$ cat src/rtl/fwd_pkg.sv
`default_nettype none
// ============================================================================
// Module   : fwd_pkg
// Brief    : Shared types, constants and helpers for the forwarding/hazard unit.
// Revision : 1.0 - initial release
// ============================================================================
package fwd_pkg;

    typedef enum logic [0:0] {
        IDLE  = 1'b0,
        STALL = 1'b1
    } fsm_state_t;

    localparam int SEL_RF = 0;

    function automatic int clog2(input int value);
        int result;
        int v;
        result = 0;
        v      = value - 1;
        while (v > 0) begin
            result = result + 1;
            v      = v >> 1;
        end
        return result;
    endfunction

endpackage
`default_nettype wire

$ cat src/rtl/fwd_match.sv
`default_nettype none
// ============================================================================
// Module   : fwd_match
// Brief    : Priority forwarding select for a single source operand.
// Revision : 1.0 - initial release
// ============================================================================
module fwd_match
    import fwd_pkg::*;
#(
    parameter int DEPTH  = 2,
    parameter int ADDR_W = 5,
    parameter int SEL_W  = 2
) (
    input  logic [DEPTH-1:0]        stage_wb,
    input  logic [DEPTH*ADDR_W-1:0] stage_waddr,
    input  logic [ADDR_W-1:0]       src_addr,
    output logic [SEL_W-1:0]        sel
);

    // Walk oldest to youngest so the youngest matching stage is assigned last.
    always_comb begin
        sel = SEL_W'(SEL_RF);
        for (int k = DEPTH; k >= 1; k--) begin
            if (stage_wb[k-1] &&
                (stage_waddr[(k-1)*ADDR_W +: ADDR_W] != '0) &&
                (stage_waddr[(k-1)*ADDR_W +: ADDR_W] == src_addr)) begin
                sel = SEL_W'(k);
            end
        end
    end

endmodule
`default_nettype wire

$ cat src/rtl/forward_hazard_unit.sv
`default_nettype none
// ============================================================================
// Module   : forward_hazard_unit
// Brief    : Operand forwarding selects plus load-use stall/bubble control.
// Config   : FWD_STATS_EN adds saturating forward/stall statistics counters.
// Revision : 1.0 - initial release
// ============================================================================
module forward_hazard_unit
    import fwd_pkg::*;
#(
    parameter int NUM_SRC  = 2,
    parameter int DEPTH    = 2,
    parameter int ADDR_W   = 5,
    parameter int LOAD_LAT = 1,
    parameter int STAT_W   = 16,
    localparam int SEL_W   = clog2(DEPTH + 1)
) (
    input  logic                      clk_i,
    input  logic                      rst_i,
    input  logic [DEPTH-1:0]          stage_wb_i,
    input  logic [DEPTH*ADDR_W-1:0]   stage_waddr_i,
    input  logic [NUM_SRC*ADDR_W-1:0] ex_src_addr_i,
    input  logic [NUM_SRC*ADDR_W-1:0] id_src_addr_i,
    input  logic                      id_valid_i,
    input  logic                      ex_memread_i,
    input  logic [ADDR_W-1:0]         ex_waddr_i,
    input  logic                      flush_i,
    output logic [NUM_SRC*SEL_W-1:0]  fwd_sel_o,
    output logic                      stall_o,
    output logic                      bubble_o
`ifdef FWD_STATS_EN
    ,
    input  logic                      stat_clr_i,
    output logic [STAT_W-1:0]         stat_fwd_o,
    output logic [STAT_W-1:0]         stat_stall_o
`endif
);

    logic [NUM_SRC-1:0] w_fwd_active;

    generate
        for (genvar g = 0; g < NUM_SRC; g++) begin : g_src
            fwd_match #(
                .DEPTH  (DEPTH),
                .ADDR_W (ADDR_W),
                .SEL_W  (SEL_W)
            ) u_match (
                .stage_wb    (stage_wb_i),
                .stage_waddr (stage_waddr_i),
                .src_addr    (ex_src_addr_i[g*ADDR_W +: ADDR_W]),
                .sel         (fwd_sel_o[g*SEL_W +: SEL_W])
            );
            assign w_fwd_active[g] = (fwd_sel_o[g*SEL_W +: SEL_W] != SEL_W'(SEL_RF));
        end
    endgenerate

    logic w_src_hit;
    logic w_hazard;

    always_comb begin
        w_src_hit = 1'b0;
        for (int i = 0; i < NUM_SRC; i++) begin
            if (id_src_addr_i[i*ADDR_W +: ADDR_W] == ex_waddr_i) begin
                w_src_hit = 1'b1;
            end
        end
    end

    assign w_hazard = id_valid_i && ex_memread_i && (ex_waddr_i != '0) && w_src_hit;

    fsm_state_t r_state;
    fsm_state_t w_state_nxt;
    logic [2:0] r_cnt;
    logic [2:0] w_cnt_nxt;
    logic       w_stall;

    always_ff @(posedge clk_i) begin
        if (!rst_i) begin
            r_state <= IDLE;
            r_cnt   <= '0;
        end else begin
            r_state <= w_state_nxt;
            r_cnt   <= w_cnt_nxt;
        end
    end

    // Flush overrides everything; hazards are only sampled from IDLE.
    always_comb begin
        w_state_nxt = r_state;
        w_cnt_nxt   = r_cnt;
        w_stall     = 1'b0;
        if (flush_i) begin
            w_state_nxt = IDLE;
            w_cnt_nxt   = '0;
        end else begin
            case (r_state)
                IDLE: begin
                    if (w_hazard) begin
                        w_stall = 1'b1;
                        if (LOAD_LAT > 1) begin
                            w_state_nxt = STALL;
                            w_cnt_nxt   = 3'(LOAD_LAT - 1);
                        end
                    end
                end
                STALL: begin
                    w_stall   = 1'b1;
                    w_cnt_nxt = r_cnt - 3'd1;
                    if (r_cnt == 3'd1) begin
                        w_state_nxt = IDLE;
                    end
                end
                default: begin
                    w_state_nxt = IDLE;
                    w_cnt_nxt   = '0;
                end
            endcase
        end
    end

    assign stall_o  = w_stall && rst_i;
    assign bubble_o = w_stall && rst_i;

`ifdef FWD_STATS_EN
    localparam int c_SUM_W = STAT_W + 1;

    logic [1:0]         w_fwd_cnt;
    logic [STAT_W:0]    w_fwd_sum;
    logic [STAT_W:0]    w_stall_sum;
    logic [STAT_W-1:0]  r_stat_fwd;
    logic [STAT_W-1:0]  r_stat_stall;

    always_comb begin
        w_fwd_cnt = 2'd0;
        for (int i = 0; i < NUM_SRC; i++) begin
            w_fwd_cnt = w_fwd_cnt + {1'b0, w_fwd_active[i]};
        end
    end

    // One extra sum bit flags overflow so the counters can clamp at all-ones.
    assign w_fwd_sum   = {1'b0, r_stat_fwd} + c_SUM_W'(w_fwd_cnt);
    assign w_stall_sum = {1'b0, r_stat_stall} + c_SUM_W'(stall_o);

    always_ff @(posedge clk_i) begin
        if (!rst_i || stat_clr_i) begin
            r_stat_fwd   <= '0;
            r_stat_stall <= '0;
        end else begin
            r_stat_fwd   <= w_fwd_sum[STAT_W]   ? '1 : w_fwd_sum[STAT_W-1:0];
            r_stat_stall <= w_stall_sum[STAT_W] ? '1 : w_stall_sum[STAT_W-1:0];
        end
    end

    assign stat_fwd_o   = r_stat_fwd;
    assign stat_stall_o = r_stat_stall;
`else
    logic w_unused_fwd;
    assign w_unused_fwd = ^w_fwd_active;
`endif

endmodule
`default_nettype wire
$ cat config.mk
export PLATFORM = sky130hd
export DESIGN_NAME = forward_hazard_unit
export DESIGN_NICKNAME = d
export VERILOG_FILES = /design/src/rtl/fwd_pkg.sv /design/src/rtl/fwd_match.sv /design/src/rtl/forward_hazard_unit.sv
export SDC_FILE = /design/constraint.sdc
export NUM_CORES = 1
export LEC_CHECK = 0
export ABC_AREA = 0
export CAP_MARGIN = 15
export CORE_UTILIZATION = 23
export CTS_BUF_LIST = sky130_fd_sc_hd__clkbuf_4 sky130_fd_sc_hd__clkbuf_8
export DETAILED_ROUTE_END_ITERATION = 6
export MAX_ROUTING_LAYER = met4
export PLACE_DENSITY = 0.75
export SYNTH_ARGS = -nofsm -noshare
export SYNTH_HDL_FRONTEND = slang
export SYNTH_SLANG_ARGS = --single-unit
$ cat constraint.sdc
create_clock -name clk_i -period 2.6 [get_ports clk_i]
set_clock_uncertainty 0.2 [all_clocks]
set_input_delay 0.78 -clock clk_i [delete_from_list [all_inputs] [get_ports clk_i]]
set_output_delay 0.78 -clock clk_i [all_outputs]
set_load 0.005 [all_outputs]
### Word level (Yosys, flattened, before mapping)

Cells that the tools add are included.
W data, S select, Z words.

| word-level totals | value |
|---|---|
| output and inout port bits | 6 |
| bits in registers | 4 |
| bits of input ports | 42 |
| word-level logic and storage cells | 37 |

| cells by class | value |
|---|---|
| $add $sub $neg | 1 |
| reductions and logical operators | 15 |
| eq/ne operators | 7 |
| bitwise gates (word level) | 2 |
| muxes and demuxes | 10 |

Operator list:

| kind | count |
|---|---|
| $eq A5 B5 Y1 | 6 |
| $reduce_bool A5 Y1 | 3 |
| $logic_and A1 B1 Y1 | 10 |
| $mux W2 | 4 |
| $mux W1 | 5 |
| $eq A3 B1 Y1 const B | 1 |
| $reduce_or A3 Y1 | 1 |
| $sub A3 B1 Y3 const B | 1 |
| $not A1 Y1 | 2 |
| $pmux W1 S2 | 1 |
| $reduce_or A2 Y1 | 1 |

### Logic depth before layout (Yosys ltp)

Gate-level depths: netlist of run 1.

| logic depth | value |
|---|---|
| depth in word-level cells | 8 |
| gate-level depth with buffers | 5 |
| gate-level depth less buffers | 5 |

### By module

Synthesis of run 1 repeated with hierarchy kept, for this count alone.

| unflattened totals | value |
|---|---|
| cell total of the unflattened synthesis | 79 |
| area total of the unflattened synthesis | 621.8 sq um |

By module, submodules not included:

| module | cells each | instances | area each (sq um) | sequential area each (sq um) |
|---|---|---|---|---|
| forward_hazard_unit | 39 | 1 | 319.1 | 80.1 |
| fwd_match | 20 | 2 | 151.4 | 0.0 |

### Least setup slack after synthesis of run 1

No wires, ideal clock.

| timing | value |
|---|---|
| kind | input to output |
| start | input port stage_waddr_i[0] |
| end | output port fwd_sel_o[1] |
| arrival | 1,820 ps |
| slack | -200 ps |
| required time | 1,620 ps |
| path buffers | 0 |
| stages on the path | 4 |
| cells stage by stage | or4_1 o21ai_2 nor4_1 nor4_2 |

| between the ends | value |
|---|---|
| word-level cells in the longest chain between the ends | 4 |
| elaborated cells between the ends (all ways) | 5 |
| those cells by class | eq/ne (1); mux (1); reduce/logical (3) |

RTL lines:

| item | RTL line | RTL |
|---|---|---|
| start, declared | forward_hazard_unit.sv:21 | `input logic [DEPTH*ADDR_W-1:0] stage_waddr_i,` |
| $reduce_bool A5 Y1 | fwd_match.sv:25 | `(stage_waddr[(k-1)*ADDR_W +: ADDR_W] != '0) &&` |
| $logic_and A1 B1 Y1 | fwd_match.sv:24 | `if (stage_wb[k-1] &&` |
| $logic_and A1 B1 Y1 * | fwd_match.sv:25 |  |
| $mux W2 * | fwd_match.sv:24 |  |
| end, declared | forward_hazard_unit.sv:28 | `output logic [NUM_SRC*SEL_W-1:0] fwd_sel_o,` |

Mark *: on every way between the ends. The rest lies on a longest branch, timed or not.

### Worst setup path in the final report of run 1

| timing | value |
|---|---|
| start | input port ex_src_addr_i[6] |
| end | output port fwd_sel_o[3] |

| between the ends | value |
|---|---|
| word-level cells in the longest chain between the ends | 4 |
| elaborated cells between the ends (all ways) | 6 |
| those cells by class | eq/ne (2); mux (2); reduce/logical (2) |

RTL lines:

| item | RTL line | RTL |
|---|---|---|
| start, declared | forward_hazard_unit.sv:22 | `input logic [NUM_SRC*ADDR_W-1:0] ex_src_addr_i,` |
| $eq A5 B5 Y1 | fwd_match.sv:26 | `(stage_waddr[(k-1)*ADDR_W +: ADDR_W] == src_addr)) begin` |
| $logic_and A1 B1 Y1 | fwd_match.sv:25 |  |
| $mux W2 | fwd_match.sv:24 |  |
| $mux W2 * | fwd_match.sv:24 |  |

Marked as above.

==> out/results.ini, run 1 <==
[status]
status=complete, but fails checks
violations=negative setup slack

[logic_synthesis]
synth_edf_count=0
synth_nets=115
synth.top_cell.area_share_pct=35.9
ys_top_cells_by_area=xor2_1, dfxtp_1, xnor2_1
ys_warn_count=0
ys_seq_area_share_pct=13.7
ys_ff_latch=4
synth-async-reset-ratio_pct=0
syn_inst=71
synth_area_um2=586
yosys.area.top_type=xor2_1
ys.flop_type=dfxtp_1
synth.avg_cell_area_um2=8.25
ys_types=22

[sta]
holdWs_ns=0.267
finalSetupTns_ns=-1.70
slew_headroom_pct=79.1
tightestPinTransition_ns=0.311
post-route-min-period_ns=2.98
setup_viol=6
rsz0062_at_grt=true
max_freq_mhz=335
period_share_pct=115
fin_ws_ns=-0.383
maxSlewViolCount=0
hold_violations=0

[flow_run]
cap_violations=0

[place]
place_hpwl_mm=1.65
placed_cells=162
portBuffers=47
gp_congestion=0.819

[global_routing]
grtUsageTotal_pct=16.2
grt_pass1_vias=833
antenna_found_initial=0
grt_use_met1_pct=14.7
grt.busiest_layer=met2
grt_max_degree=6
gr-usage-met3_pct=2.03
grt_overflow=0
grt_pass1_wl_mm=3.17
grt_util_met2_pct=33.5

[critical_path]
worstPathRequired_ns=1.62
setup.worst_path.start_class=primary input
arrival_ns=2.00
cp-end-kind=primary output
critPathKind=in2out
critPathMaxFanout=2

[pwr]
p_leak_nw=0.606
total_power_mw=0.295
p_per_area_nw_per_um2=231
max-vdd-ir-drop_mv=0.235

[route]
drc=0
vias_per_cell=4.49
wl_per_cell_um=11.8
wl_mm=1.97
ant_nets=0
vias=749
drt_iter0_markers=2
firstDrtPassIters=4

[finish]
area_delta_synth_final_pct=118
stdcell_count=167
nets=185
finish.utilization_pct=55.7
drive_gt1_share_pct=49.6
fill_cells=226
diodes=0

[clock_network]
h-tree-depth=1
clk_pin_slew_ns=0.04
clkLatencyLatePin_ns=0.23
cts_hold_buf=0
cts-buffers-inserted=3
cts_tree=yes
cts_max_path_buffers=2
cts.root.buffer_cell=clkbuf_4
clkSinkCount=4

[floorplanning]
die_width_um=52.5
die_area_um2=2750
rows=17
die_h_um=52.5
core_um2=2300
start_util_pct=25.5
num_io_pins=48

[worst_hold_path]
holdCritPathClass=reg2reg

==> cell usage after synthesis (2+ instances only) <==
cell	number
dfxtp_1	4
nor4_2	2
nor3_1	2
or4_1	5
inv_1	3
xnor2_1	8
xor2_1	24
nor4_1	2
nand3_1	2
ha_1	2
nand2_1	2
nor2_1	5
==> critical path: stages <==
cell and delay (ns):
dlygate4sd2_1 0.26, xor2_1 0.14, or4_1 0.41, nor4_2 0.27
buf_2 0.15
==> registers in the layout, summed over array words and instances, names as in the netlist <==
register,cells
r_cnt,3
r_state,1
==> worst paths after layout <==
kind / from / endpoint / slack [ns] / cells past startpoint
setup / recovery: ex_src_addr_i[6] / fwd_sel_o[3] / -0.38 / 5
hold reg to reg: r_cnt[2]$_SDFFE_PP0P_ / r_state$_SDFF_PP0_ / 0.27 / 2
setup reg to reg: r_cnt[0]$_SDFFE_PP0P_ / r_cnt[1]$_SDFFE_PP0P_ / 1.37 / 3
hold / removal: r_cnt[2]$_SDFFE_PP0P_ / r_state$_SDFF_PP0_ / 0.27 / 2
==> cells by family after synthesis <==
family / share of synthesized area, %
buffers and inverters: 3.21
adder cells (fa/ha/maj): 4.27
AO/OA/AOI/OAI: 8.12
XOR/XNOR: 47.9
AND/OR/NAND/NOR: 22.9
flip-flops: 13.7
==> layout by cell type, fill, tap and decap left out, drive strengths merged <==
cell type	count
inv	3
dfxtp	4
ha	2
clkdlybuf4s50	3
clkbuf	14
nand3	2
a22oi	1
xor2	24
nor3	2
clkdlybuf4s15	2
o21ai	3
dlymetal6s2s	3
a211oi	1
a21oi	1
xnor2	8
nand2b	1
or4	5
nor2	5
nor2b	1
o2111ai	1
buf	36
dlygate4sd2	11
nor4	4
nand2	2
==> metrics by stage <==
step                      cell area [um2]  worst slack (ns)
after floorplan                       586            -0.115
after global placement               1210             -1.14
after CTS                            1300            -0.548
final                                1280            -0.383
after global routing                 1280            -0.475
after detailed placement             1210             -1.16
==> timing repair <==
action	CTS	global route
pin swaps	25	17
buffers inserted	4	0
gates resized for setup	112	39
endpoints found under the setup margin	6	6
hold endpoints to repair	0	0
==> metal layers <==
| metal | routed length [um] | vias to the layer above |
|---|---|---|
| met5 | 0 | - |
| li1 | - | 380 |
| met3 | 134 | 4 |
| met1 | 755 | 327 |
| met4 | 21 | 0 |
| met2 | 1060 | 38 |
==> cell type report <==
| class | count | area (um2) | area share, % |
|---|---|---|---|
| clock buffer | 3 | 22.5 | 1.76 |
| multi-input combinational | 63 | 613 | 47.9 |
| timing repair buffer | 66 | 517 | 40.4 |
| sequential | 4 | 80.1 | 6.26 |
| tap | 28 | 35.0 | 2.74 |
| inverter | 3 | 11.3 | 0.881 |
==> where the power goes <==
group	internal [mW]	leakage, nW	switching (mW)	total, mW
clock	0.0516	0.0138	0.0250	0.0766
sequential	0.0617	0.0322	0	0.0617
combinational	0.0910	0.560	0.0661	0.157
total	0.204	0.606	0.0911	0.295
No activity file was read; power rests on OpenSTA's default activity.
==> inputs of run 2 (changes only) <==
--- a/config.mk
+++ b/config.mk
@@ -7,6 +7,7 @@
 export LEC_CHECK = 0
 export ABC_AREA = 0
 export CAP_MARGIN = 15
+export CORE_ASPECT_RATIO = 1.2
 export CORE_UTILIZATION = 23
 export CTS_BUF_LIST = sky130_fd_sc_hd__clkbuf_4 sky130_fd_sc_hd__clkbuf_8
 export DETAILED_ROUTE_END_ITERATION = 6
==> run 2 against run 1 <==
Against the previous run: cell area up 4.6%; clock power up 2%; critical path type unchanged; total power rose by 5.3%; the run still ends with negative setup slack left; utilization is 1.2 points higher; die area hardly changed; routed wire length grew 13%.
==> out/results.ini, run 2 (synthesis results as in run 1) <==
[status]
status=complete, but fails checks
violations=negative setup slack

[route]
wl_met1_um=692
wl_per_cell_um=12.9
vias=793
drc=0
wl_met2_mm=1.23
ant_nets=0
highest_layer=met4
wl_mm=2.23
firstDrtPassIters=3
vias_per_cell=4.61
drt_iter0_markers=7
met3WireLength_um=234

[floorplanning]
rows=19
die_width_um=48.1
die_area_um2=2750
core_um2=2350
start_util_pct=24.9
num_io_pins=48
die_h_um=57.3

[place]
portBuffers=47
gp_congestion=0.824
place_hpwl_mm=1.85

[sta]
max_freq_mhz=335
tightestPinTransition_ns=0.295
post-route-min-period_ns=2.99
period_share_pct=115
rsz0062_at_grt=true
maxSlewViolCount=0
holdWs_ns=0.273
fin_ws_ns=-0.389
hold_violations=0
setup_viol=6
slew_headroom_pct=80.2

[worst_hold_path]
holdCritPathClass=reg2reg

[global_routing]
antenna_found_initial=0
grt_pass1_vias=879
grtUsageTotal_pct=18.0
grt_pass1_wl_mm=3.35
grt_overflow=0
grt_max_degree=6

[clock_network]
clkSinkCount=4
cts-buffers-inserted=3
clkLatencyLatePin_ns=0.24
clk_pin_slew_ns=0.04
cts_tree=yes
h-tree-depth=1
cts.root.buffer_cell=clkbuf_4
cts_max_path_buffers=2

[pwr]
p_int_mw=0.211
comb_power_share_pct=55.0
max-vdd-ir-drop_mv=0.163
total_power_mw=0.311
p_sw_share_pct=32.1
p_per_area_nw_per_um2=233
p_seq_share_pct=19.8
p_leak_nw=0.621
net-switching-power_mw=0.0997
pwr-share-clk_pct=25.2

[finish]
final_cell_mix=xor2_1, buf_4, dlygate4sd2_1
final_common_cell=xor2_1
area_delta_synth_final_pct=128
reg.largest.list=r_cnt x3, r_state x1
drive_gt1_share_pct=52.5
largest_reg_flops=3
diodes=0
nets=187
regMostFlops=r_cnt

[critical_path]
critPathMaxFanout=3
arrival_ns=2.01
path_cells=buf_4, or4_4, o21ai_2, or4_4, nor4_4, buf_2
critPathKind=in2out
cp_common_cell=or4_4
crit_slowest_cell=or4_4
setup.worst_path.start_class=primary input
cp_slowest_stage_delay_ns=0.54
worstPathRequired_ns=1.62
r2r_setup_slack_ns=1.39
cp-end-kind=primary output

[flow_run]
cap_violations=0

[run 2: changes by cell type in the layout (fill, tap and decap cells not counted), sizes merged]
cell          previous run  this run
buf                     36        41
clkbuf                  14        10
dlygate4sd2             11        13
dlymetal6s2s             3         2
[run 2: what timing repair did]
item                       CTS  global route
gates resized for setup    112            49
pin swaps                   25            16
setup endpoints to repair    6             6
hold buffers                 0             0
hold endpoints to repair     0             0
buffers inserted             4             0
[run 2: power groups by stage]
stage / combinational (mW) / sequential, mW / clock [mW]
6_report: 0.171 / 0.0617 / 0.0783
5_1_grt: 0.183 / 0.0616 / 0.0836
4_1_cts: 0.163 / 0.0617 / 0.0833
3_5_place_dp: 0.152 / 0.0626 / 0
3_3_place_gp: 0.147 / 0.0626 / 0
2_1_floorplan: 0.0432 / 0.0626 / 0
[run 2: worst paths after layout]
path                                 to  cells past startpoint                  start
setup / recovery           fwd_sel_o[1]                      6       stage_waddr_i[9]
hold / removal       r_state$_SDFF_PP0_                      2  r_cnt[2]$_SDFFE_PP0P_
setup reg to reg  r_cnt[1]$_SDFFE_PP0P_                      3  r_cnt[0]$_SDFFE_PP0P_
hold reg to reg      r_state$_SDFF_PP0_                      2  r_cnt[2]$_SDFFE_PP0P_
[run 2: layout make-up]
cell class | instances | area (um2)
sequential | 4 | 80.1
fill | 220 | 1020
multi-input combinational | 63 | 646
timing repair buffer | 68 | 539
tap | 31 | 38.8
clock buffer | 3 | 22.5
inverter | 3 | 11.3
[run 2: metrics by stage]
stage                     setup WS, ns  area, um2  cells  TNS [ns]  utilization [%]
after global placement           -1.13       1220    166     -6.14             51.9
after global routing            -0.439       1340    172     -1.94             56.8
after CTS                       -0.559       1320    173     -2.07             55.9
after detailed placement         -1.19       1220    166     -6.33             51.9
after floorplan                 -0.115        586     71    -0.317                -
final                           -0.389       1340    172     -1.67             56.8
[run 2: worst max-delay path: cells and delay by family]
family	cells	cell delay [ns]
and+or+nand+nor	3	0.92
buffers and inverters	2	0.25
AOI/OAI and AO/OA	1	0.06
[run 2: routing by layer]
metal	up-vias	global-route usage [%]
li1	383	-
met1	348	13.0
met2	56	35.7
met3	6	5.38
met4	0	7.94
met5	-	-
